[config.mk]
export PLATFORM = sky130hd
export DESIGN_NAME = muldiv_unit
export DESIGN_NICKNAME = d
export VERILOG_FILES = /design/src/rtl/muldiv_pkg.sv /design/src/rtl/muldiv_unit.sv
export SDC_FILE = /design/constraint.sdc
export NUM_CORES = 1
export LEC_CHECK = 0
export CAP_MARGIN = 15
export CORE_MARGIN = 4
export CORE_UTILIZATION = 45
export CTS_CLUSTER_DIAMETER = 30
export DETAILED_ROUTE_END_ITERATION = 8
export SYNTH_ARGS = -nofsm -noshare
export SYNTH_HDL_FRONTEND = slang
export SYNTH_SLANG_ARGS = --single-unit
export TNS_END_PERCENT = 30
[constraint.sdc]
create_clock -name CLK -period 12.2 [get_ports CLK]
set_clock_uncertainty 0.1 [all_clocks]
set_input_delay 2.44 -clock CLK [delete_from_list [all_inputs] [get_ports CLK]]
set_output_delay 2.44 -clock CLK [all_outputs]
set_load 0.05 [all_outputs]
[src/rtl/muldiv_pkg.sv]
// Shared definitions for the iterative RV32M multiply/divide unit.
package muldiv_pkg;

   localparam logic [2:0] OP_MUL    = 3'b000;
   localparam logic [2:0] OP_MULH   = 3'b001;
   localparam logic [2:0] OP_MULHSU = 3'b010;
   localparam logic [2:0] OP_MULHU  = 3'b011;
   localparam logic [2:0] OP_DIV    = 3'b100;
   localparam logic [2:0] OP_DIVU   = 3'b101;
   localparam logic [2:0] OP_REM    = 3'b110;
   localparam logic [2:0] OP_REMU   = 3'b111;

   typedef enum logic [1:0] {
      IDLE = 2'd0,
      PREP = 2'd1,
      CALC = 2'd2,
      FIX  = 2'd3
   } state_t;

   // Divide family (DIV, DIVU, REM, REMU)
   function automatic logic is_div(input logic [2:0] f);
      return f[2];
   endfunction

   // rs1 is interpreted as a signed value
   function automatic logic is_signed_a(input logic [2:0] f);
      return (f == OP_MULH) || (f == OP_MULHSU) || (f == OP_DIV) || (f == OP_REM);
   endfunction

   // rs2 is interpreted as a signed value
   function automatic logic is_signed_b(input logic [2:0] f);
      return (f == OP_MULH) || (f == OP_DIV) || (f == OP_REM);
   endfunction

   // Result comes from the upper half of the shift register (MULH*, REM*)
   function automatic logic hi_half(input logic [2:0] f);
      return (f == OP_MULH) || (f == OP_MULHSU) || (f == OP_MULHU) ||
             (f == OP_REM)  || (f == OP_REMU);
   endfunction

endpackage

[src/rtl/muldiv_unit.sv]
// Iterative radix-2 RV32M multiply/divide unit with start/busy/done handshake.
module muldiv_unit
   import muldiv_pkg::*;
#(
   parameter int unsigned WIDTH = 32
)(
   input  logic             CLK,
   input  logic             Reset,
   input  logic             start,
   input  logic [2:0]       op,
   input  logic [WIDTH-1:0] a,
   input  logic [WIDTH-1:0] b,
   output logic             busy,
   output logic             done,
   output logic [WIDTH-1:0] result
);

   localparam int unsigned CNT_W = $clog2(WIDTH) + 1;
   localparam int unsigned AW    = WIDTH + 2;

   state_t                 state, state_nxt;
   logic [2:0]             op_r, op_nxt;
   logic [2*WIDTH-1:0]     acc, acc_nxt;
   logic [WIDTH-1:0]       opnd, opnd_nxt;
   logic [CNT_W-1:0]       cnt, cnt_nxt;
   logic                   sign, sign_nxt;
   logic                   busy_nxt, done_nxt;
   logic [WIDTH-1:0]       result_nxt;

   logic                   div_op;
   logic [WIDTH:0]         add_x, add_y;
   logic [AW-1:0]          add_s;
   logic [WIDTH-1:0]       a_in, b_in, mag_a, mag_b;
   logic                   a_neg, b_neg, div_zero, div_ovf;
   logic [2*WIDTH-1:0]     full;
   logic [WIDTH-1:0]       half;

   assign div_op = is_div(op_r);

   // Shared adder/subtractor: add multiplicand for MUL, trial-subtract divisor for DIV
   always_comb begin
      add_x = div_op ? acc[2*WIDTH-1:WIDTH-1] : {1'b0, acc[2*WIDTH-1:WIDTH]};
      add_y = div_op ? ~{1'b0, opnd} : {1'b0, opnd};
      add_s = AW'(add_x) + AW'(add_y) + AW'(div_op);
   end

   // Operand magnitudes and special-case detection; raw a sits in acc low, raw b in opnd
   always_comb begin
      a_in     = acc[WIDTH-1:0];
      b_in     = opnd;
      a_neg    = is_signed_a(op_r) & a_in[WIDTH-1];
      b_neg    = is_signed_b(op_r) & b_in[WIDTH-1];
      mag_a    = a_neg ? -a_in : a_in;
      mag_b    = b_neg ? -b_in : b_in;
      div_zero = div_op && (b_in == '0);
      div_ovf  = ((op_r == OP_DIV) || (op_r == OP_REM)) &&
                 (a_in == {1'b1, {(WIDTH-1){1'b0}}}) && (b_in == '1);
   end

   // Sign fix-up and half selection for the final result
   always_comb begin
      full = (!div_op && sign) ? -acc : acc;
      half = hi_half(op_r) ? full[2*WIDTH-1:WIDTH] : full[WIDTH-1:0];
      if (div_op && sign) begin
         half = -half;
      end
   end

   // Next-state and datapath update
   always_comb begin
      state_nxt  = state;
      op_nxt     = op_r;
      acc_nxt    = acc;
      opnd_nxt   = opnd;
      cnt_nxt    = cnt;
      sign_nxt   = sign;
      busy_nxt   = busy;
      done_nxt   = 1'b0;
      result_nxt = result;
      case (state)
         IDLE: begin
            if (start) begin
               op_nxt    = op;
               acc_nxt   = {{WIDTH{1'b0}}, a};
               opnd_nxt  = b;
               busy_nxt  = 1'b1;
               state_nxt = PREP;
            end
         end
         PREP: begin
            cnt_nxt = CNT_W'(WIDTH);
            if (div_zero) begin
               // quotient all ones, remainder = dividend
               acc_nxt   = {a_in, {WIDTH{1'b1}}};
               sign_nxt  = 1'b0;
               state_nxt = FIX;
            end else if (div_ovf) begin
               acc_nxt   = {{WIDTH{1'b0}}, 1'b1, {(WIDTH-1){1'b0}}};
               sign_nxt  = 1'b0;
               state_nxt = FIX;
            end else begin
               sign_nxt  = (div_op && hi_half(op_r)) ? a_neg : (a_neg ^ b_neg);
               acc_nxt   = {{WIDTH{1'b0}}, (div_op ? mag_a : mag_b)};
               opnd_nxt  = div_op ? mag_b : mag_a;
               state_nxt = CALC;
            end
         end
         CALC: begin
            cnt_nxt = cnt - CNT_W'(1);
            if (div_op) begin
               if (add_s[WIDTH+1]) begin
                  acc_nxt = {add_s[WIDTH-1:0], acc[WIDTH-2:0], 1'b1};
               end else begin
                  acc_nxt = {add_x[WIDTH-1:0], acc[WIDTH-2:0], 1'b0};
               end
            end else begin
               if (acc[0]) begin
                  acc_nxt = {add_s[WIDTH:0], acc[WIDTH-1:1]};
               end else begin
                  acc_nxt = {1'b0, acc[2*WIDTH-1:1]};
               end
            end
            if (cnt == CNT_W'(1)) begin
               state_nxt = FIX;
            end
         end
         FIX: begin
            result_nxt = half;
            done_nxt   = 1'b1;
            busy_nxt   = 1'b0;
            state_nxt  = IDLE;
         end
         default: begin
            state_nxt = IDLE;
         end
      endcase
   end

   // State and datapath registers with synchronous active-low reset
   always_ff @(posedge CLK) begin
      if (!Reset) begin
         state  <= IDLE;
         op_r   <= '0;
         acc    <= '0;
         opnd   <= '0;
         cnt    <= '0;
         sign   <= 1'b0;
         busy   <= 1'b0;
         done   <= 1'b0;
         result <= '0;
      end else begin
         state  <= state_nxt;
         op_r   <= op_nxt;
         acc    <= acc_nxt;
         opnd   <= opnd_nxt;
         cnt    <= cnt_nxt;
         sign   <= sign_nxt;
         busy   <= busy_nxt;
         done   <= done_nxt;
         result <= result_nxt;
      end
   end

endmodule

==> flow_summary.json <==
{
  "status": "finished, final reports clean",
  "max_cap_viol_count": 0,
  "synthDominantCellAreaShare_pct": 18.9,
  "synth_mux_area_share_pct": 6.70,
  "route.detailed.drc": 0,
  "ys.warnings.count": 0,
  "place.port_buffers": 103,
  "ctsResizeCount": 0,
  "drive_above_1_share_pct": 7.39,
  "yosys_register_bits": 142,
  "compound_gate_portion_of_the_synthesized_area_pct": 30.0,
  "path_type_of_the_worst_setup_path": "flip-flop to flip-flop",
  "period_share_pct": 50.8,
  "worstSkewPairLatency_ns": 0.46,
  "synthesized_area_fraction_occupied_by_adder_cells_pct": 3.62,
  "grt_pass1_wl_mm": 98.6,
  "layout.nets": 2199,
  "antennaDiodeCount": 0,
  "cts_made_buffers": 17,
  "dominantRegCellSynth": "sky130_fd_sc_hd__dfxtp_1",
  "post-dp-hpwl_mm": 48.5,
  "wl_mm": 66.3,
  "class_of_the_worst_hold_path": "flip-flop to flip-flop",
  "grt_util_all_layers_pct": 35.3,
  "cts.path.max_buffers": 2,
  "totalNegativeSetupSlack_ns": 0,
  "timing.final.hold_violations": 0,
  "cts_num_sinks": 142,
  "cp.required_ns": 12.43,
  "rsz0062_at_grt": "no",
  "cell_with_the_most_instances_after_synthesis": "sky130_fd_sc_hd__nand2_1",
  "timing_worst_slew_pin_value_ns": 1.14,
  "antenna_violating_nets_post_route": 0,
  "layout_min_cycle_time_ns": 6.19,
  "drt-initial-drc-count": 2155,
  "floorplan.die.height_um": 191,
  "setup_viol_count_final": 0,
  "grt-ovfl-total": 0,
  "die_width_um": 191,
  "areaGrowthSynthToFinish_pct": 10.9,
  "max_clock_freq_ghz": 0.161,
  "critical_path.endpoint": "acc[37]",
  "grt_start_max_net_pins": 178,
  "mean_routed_wirelength_per_cell_um": 26.1,
  "finalMaxSlewViolations": 0,
  "gp_congestion": 1.02,
  "root_buffer_cell": "sky130_fd_sc_hd__clkbuf_16",
  "syn_nets": 2253,
  "post_synth_and_or_nand_nor_area_fraction_pct": 24.1,
  "cellPowerDensity_mw_per_mm2": 262,
  "dr_total_vias": 17100,
  "synth.avg_cell_area_um2": 7.05,
  "critical_path_arrival_ns": 6.42,
  "mappedNetlistArea_mm2": 0.0151,
  "irDropWorstVdd_v": 0.000181,
  "h_tree_depth": 4,
  "timing.reg2reg.setup_slack_ns": 6.01,
  "layout_setup_ws_ns": 6.01,
  "reg_to_reg_start": "op_r[2]",
  "synth-xor-area-share_pct": 10.1,
  "synthDominantAreaCellType": "sky130_fd_sc_hd__dfxtp_1",
  "timing.critical_path.fanout_max": 177,
  "initial_core_util_pct": 46.0,
  "synthArstFlopShare_pct": 0,
  "rr_worst_depth": 13,
  "main_combinational_cell_family_by_area_after_synthesis": "compound AO/OA/AOI/OAI gates",
  "static-leakage-power_nw": 6.00,
  "relSlewSlack_pct": 23.5,
  "synth.yosys.seq_area_share_pct": 18.9,
  "antenna_violations_before_repair": 0,
  "crit_path_start_kind": "flip-flop",
  "regToRegEndpoint": "acc[37]",
  "netlist_top_cells_count": "sky130_fd_sc_hd__nand2_1, sky130_fd_sc_hd__nor2_1, sky130_fd_sc_hd__o21ai_0, sky130_fd_sc_hd__clkbuf_1, sky130_fd_sc_hd__a21oi_1",
  "fill_cells": 3335,
  "post_synth_edffs": 0,
  "postCtsSetupRepairBufs": 0,
  "synthDistinctLibCells": 88,
  "boundaryPins": 104,
  "layout.core_utilization_pct": 51.0,
  "grt_pass1_vias": 15900,
  "cp-end-kind": "flip-flop",
  "drt-pass1-iter-count": 6,
  "drt-vias-per-instance": 6.75,
  "placementRows": 66,
  "dieArea_mm2": 0.0365,
  "post_synth_main_area_contributors": "sky130_fd_sc_hd__dfxtp_1, sky130_fd_sc_hd__o21ai_0, sky130_fd_sc_hd__nand2_1",
  "cts.clk_slew.worst_paths_ns": 0.06,
  "cp-startpoint": "op_r[2]",
  "finalPower_w": 0.00439,
  "placeableCoreArea_mm2": 0.0328,
  "detailedPlace.worstSlack_ns": 6.26,
  "tritoncts_clock_tree": "done",
  "cts_hold_buffers": 0,
  "netlist_instances": 2140
}
cell type report:
cell class                      instances  area [um2]  area share [%]
Clock buffer                           18         429            2.57
Clock inverter                         13         140           0.838
Inverter                               45         169            1.01
Multi-Input combinational cell       1741       11300            67.4
Sequential cell                       142        2850            17.0
Tap cell                              442         553            3.31
Timing Repair Buffer                  139        1310            7.83
worst max-delay path, stage by stage, from the launching register on:
cell and delay, ns:
sky130_fd_sc_hd__dfxtp_4 0.87, sky130_fd_sc_hd__buf_12 0.60, sky130_fd_sc_hd__mux2_2 0.42, sky130_fd_sc_hd__ha_1 0.38, sky130_fd_sc_hd__a21oi_1 0.31, sky130_fd_sc_hd__o211ai_1 0.15
sky130_fd_sc_hd__o41ai_1 0.43, sky130_fd_sc_hd__nand3_1 0.13, sky130_fd_sc_hd__o21ai_0 0.47, sky130_fd_sc_hd__o22a_1 0.77, sky130_fd_sc_hd__nand2_1 0.60, sky130_fd_sc_hd__o2111a_1 0.43
sky130_fd_sc_hd__a21oi_1 0.11, sky130_fd_sc_hd__o21ai_0 0.09
state kept, by name, summed over array words and instances, names as in the netlist:
name,flops
cnt,6
acc,64
sign,1
done,1
result,32
b_in,32
state,2
op_r,3
busy,1
cells by family (layout without fill, tap and decap cells):
kind of cell / after synthesis / count (layout)
muxes: 94 / 94
buffers and inverters: 257 / 215
adders and majority gates: 43 / 43
and+or+nand+nor: 746 / 746
AOI/OAI and AO/OA: 684 / 684
DFF: 142 / 142
xor gates and xnor gates: 174 / 174
cells in the final DEF, fill, tap and decap left out, types with 47 or more instances in the layout:
| cell type | n |
|---|---|
| sky130_fd_sc_hd__a211oi_1 | 55 |
| sky130_fd_sc_hd__o21ai_0 | 179 |
| sky130_fd_sc_hd__clkdlybuf4s50_1 | 102 |
| sky130_fd_sc_hd__nand2_1 | 226 |
| sky130_fd_sc_hd__xor2_1 | 88 |
| sky130_fd_sc_hd__nor3_1 | 62 |
| sky130_fd_sc_hd__a21oi_1 | 148 |
| sky130_fd_sc_hd__mux2i_1 | 47 |
| sky130_fd_sc_hd__nand3_1 | 57 |
| sky130_fd_sc_hd__nor2_1 | 185 |
| sky130_fd_sc_hd__dfxtp_1 | 141 |
| sky130_fd_sc_hd__xnor2_1 | 86 |
worst min-delay path by stage:
stage / end / cells after the start / slack (ns) / start
floorplan: cnt[1] / 2 / 0.37 / cnt[1]
global placement: result[12] / 2 / 0.38 / result[12]
detailed placement: result[6] / 2 / 0.38 / result[6]
CTS: result[6] / 2 / 0.39 / result[6]
global route: result[3] / 2 / 0.42 / result[3]
finish: result[6] / 2 / 0.38 / result[6]
power by group:
group | internal [W] | switching (W) | leakage [nW]
clock network | 0.000301 | 0.000235 | 0.277
logic | 0.000970 | 0.00189 | 4.56
registers | 0.000589 | 0.000400 | 1.16
total | 0.00186 | 0.00253 | 6.00
metal layers:
| metal | up-vias | routed length [um] | global-route usage [%] |
|---|---|---|---|
| li1 | 7820 | - | - |
| met1 | 8122 | 26800 | 46.7 |
| met2 | 1017 | 29700 | 55.9 |
| met3 | 189 | 6740 | 7.23 |
| met4 | 0 | 3080 | 14.9 |
| met5 | - | 0 | 0 |
stage by stage:
stage	std cells	hold slack, ns	area [um2]
after detailed placement	2509	0.385	16100
after CTS	2540	0.385	16700
after global routing	2540	0.425	16700
final	2540	0.384	16700
after global placement	2509	0.377	16100
after floorplan	2140	0.369	15100
Power figures use the tool's default switching activity.
